$ cat config.mk
export PLATFORM = sky130hd
export DESIGN_NAME = muldiv_ctl_flat
export DESIGN_NICKNAME = d
export VERILOG_FILES = /design/src/rtl/muldiv_ctl_pkg.sv /design/src/rtl/muldiv_ctl_if.sv /design/src/rtl/muldiv_ctl_iter.sv /design/src/rtl/muldiv_ctl.sv /design/src/flat_wrapper.sv
export SDC_FILE = /design/constraint.sdc
export NUM_CORES = 1
export LEC_CHECK = 0
export ABC_AREA = 1
export BUFFER_PORTS_ARGS = -buffer_cell sky130_fd_sc_hd__buf_2
export CAP_MARGIN = 20
export CORE_UTILIZATION = 25
export CTS_CLUSTER_DIAMETER = 30
export DETAILED_ROUTE_END_ITERATION = 12
export SLEW_MARGIN = 40
export SYNTH_ARGS = -nofsm -noshare
export SYNTH_HDL_FRONTEND = slang
export SYNTH_HIERARCHICAL = 1
export SYNTH_SLANG_ARGS = --single-unit
export TNS_END_PERCENT = 20
$ cat constraint.sdc
create_clock -name clk -period 11.75 [get_ports clk]
set_clock_uncertainty 0.15 [all_clocks]
set_input_delay 1.175 -clock clk [delete_from_list [all_inputs] [get_ports clk]]
set_output_delay 1.175 -clock clk [all_outputs]
set_load 0.02 [all_outputs]
$ cat src/rtl/muldiv_ctl_pkg.sv
// rtl/muldiv_ctl_pkg.sv - opcode and state encodings for the multiply/divide sequencer
package muldiv_ctl_pkg;

  typedef enum logic [1:0] {
    MD_MULT  = 2'b00,
    MD_MULTU = 2'b01,
    MD_DIV   = 2'b10,
    MD_DIVU  = 2'b11
  } md_op_t;

  typedef enum logic [1:0] {
    MD_IDLE  = 2'b00,
    MD_CALC  = 2'b01,
    MD_FIXUP = 2'b10
  } md_state_t;

  function automatic logic md_is_signed(input logic [1:0] op);
    return (op == MD_MULT) || (op == MD_DIV);
  endfunction

  function automatic logic md_is_div(input logic [1:0] op);
    return (op == MD_DIV) || (op == MD_DIVU);
  endfunction

endpackage

$ cat src/rtl/muldiv_ctl_if.sv
// rtl/muldiv_ctl_if.sv - execute-stage request and HI/LO result bundle
interface muldiv_ctl_if #(parameter int WIDTH = 32);
  logic             Start_EX;
  logic [1:0]       MdOp_EX;
  logic [WIDTH-1:0] SrcA_EX;
  logic [WIDTH-1:0] SrcB_EX;
  logic             WrHi_EX;
  logic             WrLo_EX;
  logic             RdHiLo_EX;
  logic [WIDTH-1:0] Hi;
  logic [WIDTH-1:0] Lo;
  logic             Busy_MD;
  logic             Stall_MD;

  modport master (
    output Start_EX, MdOp_EX, SrcA_EX, SrcB_EX, WrHi_EX, WrLo_EX, RdHiLo_EX,
    input  Hi, Lo, Busy_MD, Stall_MD
  );

  modport slave (
    input  Start_EX, MdOp_EX, SrcA_EX, SrcB_EX, WrHi_EX, WrLo_EX, RdHiLo_EX,
    output Hi, Lo, Busy_MD, Stall_MD
  );
endinterface

$ cat src/rtl/muldiv_ctl_iter.sv
// rtl/muldiv_ctl_iter.sv - one radix-2 step: shift-add multiply or restoring divide
module muldiv_ctl_iter #(
  parameter int WIDTH = 32
) (
  input  logic               is_div,
  input  logic [2*WIDTH-1:0] acc_in,
  input  logic [WIDTH-1:0]   operand,
  output logic [2*WIDTH-1:0] acc_out
);

  logic [WIDTH:0] sum;
  logic [WIDTH:0] top;
  logic [WIDTH:0] diff;

  always_comb begin
    // mul: acc = {partial product, remaining multiplier bits}
    sum  = {1'b0, acc_in[2*WIDTH-1:WIDTH]} + (acc_in[0] ? {1'b0, operand} : '0);
    // div: acc = {remainder, dividend bits / quotient bits}, shifted left by one
    top  = acc_in[2*WIDTH-1:WIDTH-1];
    diff = top - {1'b0, operand};
    if (is_div) begin
      if (!diff[WIDTH])
        acc_out = {diff[WIDTH-1:0], acc_in[WIDTH-2:0], 1'b1};
      else
        acc_out = {top[WIDTH-1:0], acc_in[WIDTH-2:0], 1'b0};
    end else begin
      acc_out = {sum, acc_in[WIDTH-1:1]};
    end
  end

endmodule

$ cat src/rtl/muldiv_ctl.sv
// rtl/muldiv_ctl.sv - iterative MULT/DIV sequencer with HI/LO and hazard stall
module muldiv_ctl
  import muldiv_ctl_pkg::*;
#(
  parameter int WIDTH = 32
) (
  input  logic        clk,
  input  logic        reset,
  input  logic        flush,
  muldiv_ctl_if.slave md
);

  localparam int CW = (WIDTH > 1) ? $clog2(WIDTH) : 1;

  md_state_t          state;
  logic [CW-1:0]      cnt;
  logic [2*WIDTH-1:0] acc;
  logic [2*WIDTH-1:0] acc_nxt;
  logic [WIDTH-1:0]   opnd;
  logic               is_div;
  logic               sign_a;
  logic               sign_b;
  logic               div_zero;
  logic               busy;
  logic [WIDTH-1:0]   hi;
  logic [WIDTH-1:0]   lo;

  logic               signed_op;
  logic [WIDTH-1:0]   abs_a;
  logic [WIDTH-1:0]   abs_b;
  logic [2*WIDTH-1:0] prod_fix;
  logic [WIDTH-1:0]   quot_fix;
  logic [WIDTH-1:0]   rem_fix;

  muldiv_ctl_iter #(.WIDTH(WIDTH)) u_iter (
    .is_div  (is_div),
    .acc_in  (acc),
    .operand (opnd),
    .acc_out (acc_nxt)
  );

  always_comb begin
    signed_op = md_is_signed(md.MdOp_EX);
    abs_a     = (signed_op && md.SrcA_EX[WIDTH-1]) ? -md.SrcA_EX : md.SrcA_EX;
    abs_b     = (signed_op && md.SrcB_EX[WIDTH-1]) ? -md.SrcB_EX : md.SrcB_EX;
    prod_fix  = (sign_a ^ sign_b) ? -acc : acc;
    // a zero divisor leaves the dividend in the remainder, so sign restore yields SrcA
    quot_fix  = div_zero ? '1 : ((sign_a ^ sign_b) ? -acc[WIDTH-1:0] : acc[WIDTH-1:0]);
    rem_fix   = sign_a ? -acc[2*WIDTH-1:WIDTH] : acc[2*WIDTH-1:WIDTH];
  end

  always_ff @(posedge clk or posedge reset) begin
    if (reset) begin
      state    <= MD_IDLE;
      cnt      <= '0;
      acc      <= '0;
      opnd     <= '0;
      is_div   <= 1'b0;
      sign_a   <= 1'b0;
      sign_b   <= 1'b0;
      div_zero <= 1'b0;
      busy     <= 1'b0;
      hi       <= '0;
      lo       <= '0;
    end else begin
      case (state)
        MD_IDLE: begin
          if (!flush) begin
            if (md.Start_EX) begin
              state    <= MD_CALC;
              busy     <= 1'b1;
              cnt      <= '0;
              acc      <= {{WIDTH{1'b0}}, abs_a};
              opnd     <= abs_b;
              is_div   <= md_is_div(md.MdOp_EX);
              sign_a   <= signed_op & md.SrcA_EX[WIDTH-1];
              sign_b   <= signed_op & md.SrcB_EX[WIDTH-1];
              div_zero <= (md.SrcB_EX == '0);
            end else begin
              if (md.WrHi_EX) hi <= md.SrcA_EX;
              if (md.WrLo_EX) lo <= md.SrcA_EX;
            end
          end
        end
        MD_CALC: begin
          if (flush) begin
            state <= MD_IDLE;
            busy  <= 1'b0;
          end else begin
            acc <= acc_nxt;
            cnt <= cnt + 1'b1;
            if (cnt == CW'(WIDTH - 1))
              state <= MD_FIXUP;
          end
        end
        MD_FIXUP: begin
          state <= MD_IDLE;
          busy  <= 1'b0;
          if (!flush) begin
            if (is_div) begin
              hi <= rem_fix;
              lo <= quot_fix;
            end else begin
              hi <= prod_fix[2*WIDTH-1:WIDTH];
              lo <= prod_fix[WIDTH-1:0];
            end
          end
        end
        default: begin
          state <= MD_IDLE;
          busy  <= 1'b0;
        end
      endcase
    end
  end

  assign md.Hi       = hi;
  assign md.Lo       = lo;
  assign md.Busy_MD  = busy;
  assign md.Stall_MD = busy & (md.Start_EX | md.RdHiLo_EX | md.WrHi_EX | md.WrLo_EX);

endmodule

$ cat src/flat_wrapper.sv
// flat-port wrapper written by rule: the top's interface ports become plain ports
module muldiv_ctl_flat import muldiv_ctl_pkg::*;
#(
  parameter int WIDTH = 32
)
  (clk, reset, flush, md_Start_EX, md_MdOp_EX, md_SrcA_EX, md_SrcB_EX, md_WrHi_EX, md_WrLo_EX, md_RdHiLo_EX, md_Hi, md_Lo, md_Busy_MD, md_Stall_MD);
  muldiv_ctl_if #(.WIDTH(WIDTH)) md_i ();
  input  logic clk;
  input  logic reset;
  input  logic flush;
  input wire logic [$bits(md_i.Start_EX)-1:0] md_Start_EX;
  input wire logic [$bits(md_i.MdOp_EX)-1:0] md_MdOp_EX;
  input wire logic [$bits(md_i.SrcA_EX)-1:0] md_SrcA_EX;
  input wire logic [$bits(md_i.SrcB_EX)-1:0] md_SrcB_EX;
  input wire logic [$bits(md_i.WrHi_EX)-1:0] md_WrHi_EX;
  input wire logic [$bits(md_i.WrLo_EX)-1:0] md_WrLo_EX;
  input wire logic [$bits(md_i.RdHiLo_EX)-1:0] md_RdHiLo_EX;
  output wire logic [$bits(md_i.Hi)-1:0] md_Hi;
  output wire logic [$bits(md_i.Lo)-1:0] md_Lo;
  output wire logic [$bits(md_i.Busy_MD)-1:0] md_Busy_MD;
  output wire logic [$bits(md_i.Stall_MD)-1:0] md_Stall_MD;
  assign md_i.Start_EX = md_Start_EX;
  assign md_i.MdOp_EX = md_MdOp_EX;
  assign md_i.SrcA_EX = md_SrcA_EX;
  assign md_i.SrcB_EX = md_SrcB_EX;
  assign md_i.WrHi_EX = md_WrHi_EX;
  assign md_i.WrLo_EX = md_WrLo_EX;
  assign md_i.RdHiLo_EX = md_RdHiLo_EX;
  assign md_Hi = md_i.Hi;
  assign md_Lo = md_i.Lo;
  assign md_Busy_MD = md_i.Busy_MD;
  assign md_Stall_MD = md_i.Stall_MD;
  muldiv_ctl #(.WIDTH(WIDTH)) u_core (.clk(clk), .reset(reset), .flush(flush), .md(md_i));
endmodule
# After elaboration in Yosys (flattened, before gate mapping)
# Index checks and enable logic that the tools add are counted.
# op_classes
n_addsub,8
n_eq_ne,14
mux,38
reduce_logical,15
bitwise_logic,8
# ops
cell,n
$mux W32,16
$mux W64,6
$neg A32 Y32,4
$pmux W32 S2,2
$pmux W64 S2,1
$neg A64 Y64,1
$add A32 B33 Y33,1
$sub A33 B32 Y33,1
$logic_not A32 Y1,1
$ne A2 B2 Y1 const B,8
$mux W5,3
$pmux W5 S2,1
$reduce_and A5 Y1,2
$reduce_and A3 Y1,3
$mux W2,4
$eq A2 B2 Y1 const B,3
$add A5 B1 Y5 const B,1
$eq A5 B5 Y1 const B,1
$logic_not A2 Y1,2
$pmux W2 S2,1
$reduce_and A4 Y1,1
$reduce_bool A2 Y1,2
$and A1 B1 Y1,3
$mux W1,3
other kinds (8),12
# word_totals
ff_bits,172
elab_cells,94
inputBits,73

# Longest topological paths before layout
# logic_depth
depth_word,7
depth_mapped,20
mapped_depth_nobuf,19

# By module
# The synthesis kept the hierarchy.
# modules_own_cells
mod,n_inst,area_each_um2,cells_per_inst
muldiv_ctl,1,11853.9,1820
muldiv_ctl_iter,1,6356.1,1308

# Worst setup path after synthesis
# No wires, ideal clock.
# synth_timing
path_type,input to output
from,input md_Start_EX
to,output md_Stall_MD
cell_stages,2
arrival_ns,1.734
setup_slack_ns,8.691
path_buffers,0
cell_sequence,inv_1 -> a21boi_0
# synth_via
elab_chain_cells,4
# synth_rtl
element,line,source
"start, declared",flat_wrapper.sv:11,input wire logic [$bits(md_i.Start_EX)-1:0] md_Start_EX;
$or A1 B1 Y1 (3 in a row),muldiv_ctl.sv:120,assign md.Stall_MD = busy & (md.Start_EX | md.RdHiLo_EX | md.WrHi_EX | md.WrLo_EX);
$and A1 B1 Y1,muldiv_ctl.sv:120,
"end, declared",flat_wrapper.sv:21,output wire logic [$bits(md_i.Stall_MD)-1:0] md_Stall_MD;
# No other way between the ends.

# Final worst setup path
# layout_timing
from,register u_core.state[1]
to,register u_core.acc[54]
# layout_via
elab_chain_cells,3
word_cells_on_any_way,8
classes_between,eq/ne (4); mux (1); reduce/logical (3)
# layout_rtl
element,line,source
"start, declared",muldiv_ctl.sv:15,md_state_t state;
"start signal, assigned",muldiv_ctl.sv:54,state <= MD_IDLE;
"start signal, assigned",muldiv_ctl.sv:70,state <= MD_CALC;
"start signal, assigned",muldiv_ctl.sv:87,state <= MD_IDLE;
$eq A2 B1 Y1 / $logic_not A2 Y1 (equally long branches),muldiv_ctl.sv:66,case (state)
$ne A2 B2 Y1 (no source line) / $reduce_bool A2 Y1 (equally long branches),n/a,
$reduce_and A4 Y1 (no source line),n/a,
"end signal, assigned",muldiv_ctl.sv:73,"acc <= {{WIDTH{1'b0}}, abs_a};"
"end signal, assigned",muldiv_ctl.sv:90,acc <= acc_nxt;
"end, declared",muldiv_ctl.sv:17,logic [2*WIDTH-1:0] acc;
# Several ways; a longest one is shown, not always the timed one.
# A chain may end at the register's enable or synchronous reset.

==> impl_metrics.tcl <==
set metrics [dict create \
    status "finished clean" \
    cp.arrival_ps 3970 \
    dp_hpwl_um 58690 \
    whs_path_depth 2 \
    io_buffers 138 \
    synthAdderAreaFrac_pct 5.030 \
    diodes 0 \
    post-synth-top-area-cell "dfrtp_1" \
    reg2reg_setup_slack_ps 8010 \
    regToRegEndpoint "u_core/acc[54]" \
    critPathSlowestCell "buf_4" \
    numCtsBuffers 17 \
    grt_usage_pct 19.44 \
    endpoint_kind "flip-flop" \
    grt_pass1_vias 18556 \
    ant_nets 0 \
    synthMuxAreaShare_pct 0 \
    pin_count 139 \
    synthCells 3128 \
    rr_worst_depth 11 \
    synth_nets 3273 \
    cts-resized-gates 0 \
    peakVddDrop_mv 0.1348 \
    syn_area_per_cell_um2 5.822 \
    tritoncts "yes" \
    antenna_found_initial 0 \
    synth_warnings 6 \
    multi_input_area_um2 11770 \
    place.gp.congestion 0.9687 \
    async_reset_ff_share_pct 100.0 \
    grt-ovfl-total 0 \
    row_count 98 \
    relSlewSlack_pct 52.32 \
    synthFlopType "dfrtp_1" \
    synth_compound_area_share_pct 14.79 \
    critPathKind "reg2reg" \
    cts_max_path_buffers 2 \
    synth_area_leaders "dfrtp_1 24%, nand2_1 19%, inv_1 9.2%" \
    maxSlewViolCount 0 \
    r2r-start "u_core/state[1]" \
    cp_max_fo 61 \
    fin_setup_tns_ps 0 \
    vias 20278 \
    insertion_delay_ps 470 \
    hold_viol 0 \
    max_freq_ghz 0.2671 \
    drt_wl_total_um 73090 \
    cts-root-buf "clkbuf_16" \
    yosys.cell_types.count 54 \
    first_pass_iters 9 \
    clock-sinks 172 \
    setup_viol 0 \
    synth_top_family_by_area "simple AND/OR/NAND/NOR gates" \
    p_leak_nw 10.70 \
    worstPathRequired_ps 11980 \
    power.density_nw_per_um2 189.8 \
    crit_chain "nor2_4, buf_4, inv_2, buf_4, nor2_2, nor2_2, buf_4, inv_2, buf_4, nand3_1, o21ai_1" \
    drive_gt1_share_pct 8.546 \
    synth-xor-area-share_pct 2.597 \
    synth_top_area_share_pct 23.64 \
    drc 0 \
    cts_hold_buffers 0 \
    hold_end "u_core/md.Lo[13]" \
    synth_seq_cells 172 \
    hp-start "u_core/md.Lo[13]" \
    syn-cell-area_um2 18210 \
    synth.top_cells.by_count "929 x nand2_1, 447 x inv_1, 388 x nor2_1" \
    rsz0062_at_grt "false" \
    crit_family "buffers and inverters" \
    grt_max_degree 68 \
    maxCapViolCount 0 \
    seqCellArea_um2 4305 \
    critPathBufInv 6 \
    crit_path_max_incr_delay_ps 590 \
    core_um2 71730 \
    drt-initial-drc-count 2165 \
    tightest_slew_ps 715.2 \
    fill_cells 8163 \
    yosysMostFrequentCell "nand2_1" \
    area_growth_pct 12.15 \
    post-cts-setup-buffers 0 \
    hold_class "reg2reg" \
    synth-simple-area-share_pct 41.90 \
    h-tree-depth 4 \
    nNetsFinal 3350 \
    synth-edff-count 0 \
    grt_pass1_wl_um 111600 \
    startpoint_type "flip-flop" \
    die_area_um2 73920 \
    routedWlPerCell_um 17.54 \
    clk_pin_slew_ps 80 \
    viasPerCell 4.865 \
    ys_seq_area_share_pct 23.64 \
    start_util_pct 25.39 \
    die_w_um 271.9 \
    p_total_mw 3.877 \
    die_y_um 271.9 \
    post-route-period-util_pct 31.87 \
    path_common_cell "buf_4" \
    post-route-min-period_ps 3745 \
]
==> through the flow <==
stage / instance area [um^2] / utilization [%] / hold WS (ps) / setup WS (ps) / std cells
5_1_grt: 20420 / 28.47 / 385.5 / 7682 / 4168
2_1_floorplan: 18210 / - / 309.1 / 5765 / 3128
3_3_place_gp: 19830 / 27.64 / 315.4 / 7592 / 4135
3_5_place_dp: 19840 / 27.66 / 328.8 / 7871 / 4136
6_report: 20420 / 28.47 / 338.3 / 8005 / 4168
4_1_cts: 20420 / 28.46 / 348.7 / 8049 / 4168
==> layout make-up <==
class | count | share of cell area [%]
multi-input cells | 2398 | 57.65
flip-flops and latches | 172 | 21.08
inverters | 458 | 8.461
well taps | 950 | 5.820
repair buffers | 158 | 4.172
clock buffers | 17 | 2.083
clock inverters | 15 | 0.7352
==> cells in the final DEF, fill, tap and decap left out, drive strengths merged <==
master / instances
o22ai: 3
a21oi: 118
a211oi: 2
nand4: 26
o21ai: 256
o211ai: 12
a31oi: 4
or2: 14
and2: 6
a22oi: 10
nor4: 2
clkinv: 8
fa: 2
xnor2: 12
inv: 465
dfrtp: 172
nor2: 402
ha: 70
xor2: 42
a21boi: 26
nand2: 955
buf: 158
nand3b: 22
and3: 2
nor3: 35
or4: 1
o21bai: 11
a21o: 7
o21a: 5
nand3: 331
clkbuf: 17
a2bb2oi: 19
o31ai: 3
==> tightest hold or removal path: cells and delay by family (launching register included) <==
| kind | cells | cell delay (ps) |
|---|---|---|
| AO/OA/AOI/OAI | 1 | 60 |
| flip-flops | 1 | 350 |
| AND/OR/NAND/NOR | 1 | 50 |
==> per-layer routing <==
metal	vias up	global-route usage [%]	part of all wire, %	routed length [um]
met5	-	0	0	0
met4	0	5.544	2.5	1795
met3	87	2.530	7.5	5465
met2	841	31.32	45	32600
met1	9194	27.00	45	33230
li1	10156	-	-	-
==> kinds of logic after synthesis <==
kind of cell / after synthesis
AO/OA/AOI/OAI: 476
buffers and inverters: 558
flip-flops: 172
XOR/XNOR: 54
AND/OR/NAND/NOR: 1796
adder cells (fa/ha/maj): 72
==> how the worst max path moves through the flow <==
| stage | start | end | depth (start not counted) |
|---|---|---|---|
| final | u_core/state[1] | u_core/acc[54] | 11 |
| after global routing | u_core/state[1] | u_core/acc[48] | 11 |
| after CTS | u_core/state[1] | u_core/acc[61] | 11 |
| after detailed placement | md_Start_EX | u_core/cnt[2] | 9 |
| after global placement | flush | u_core/cnt[2] | 8 |
| after floorplan | reset | u_core/acc[0] | 1 |
==> where the power goes <==
| part | internal [mW] | switching, mW |
|---|---|---|
| sequential | 0.728 | 0.226 |
| combinational | 0.740 | 1.61 |
| clock | 0.283 | 0.293 |
| total | 1.75 | 2.13 |
==> registers in the layout (all words and copies together), names as in the netlist <==
register / flops
u_core/cnt: 5
u_core/sign_b: 1
u_core/acc: 64
u_core/div_zero: 1
u_core/md.Busy_MD: 1
u_core/opnd: 32
u_core/is_div: 1
u_core/md.Hi: 32
u_core/sign_a: 1
u_core/md.Lo: 32
u_core/state: 2
Power figures use the tool's default switching activity.
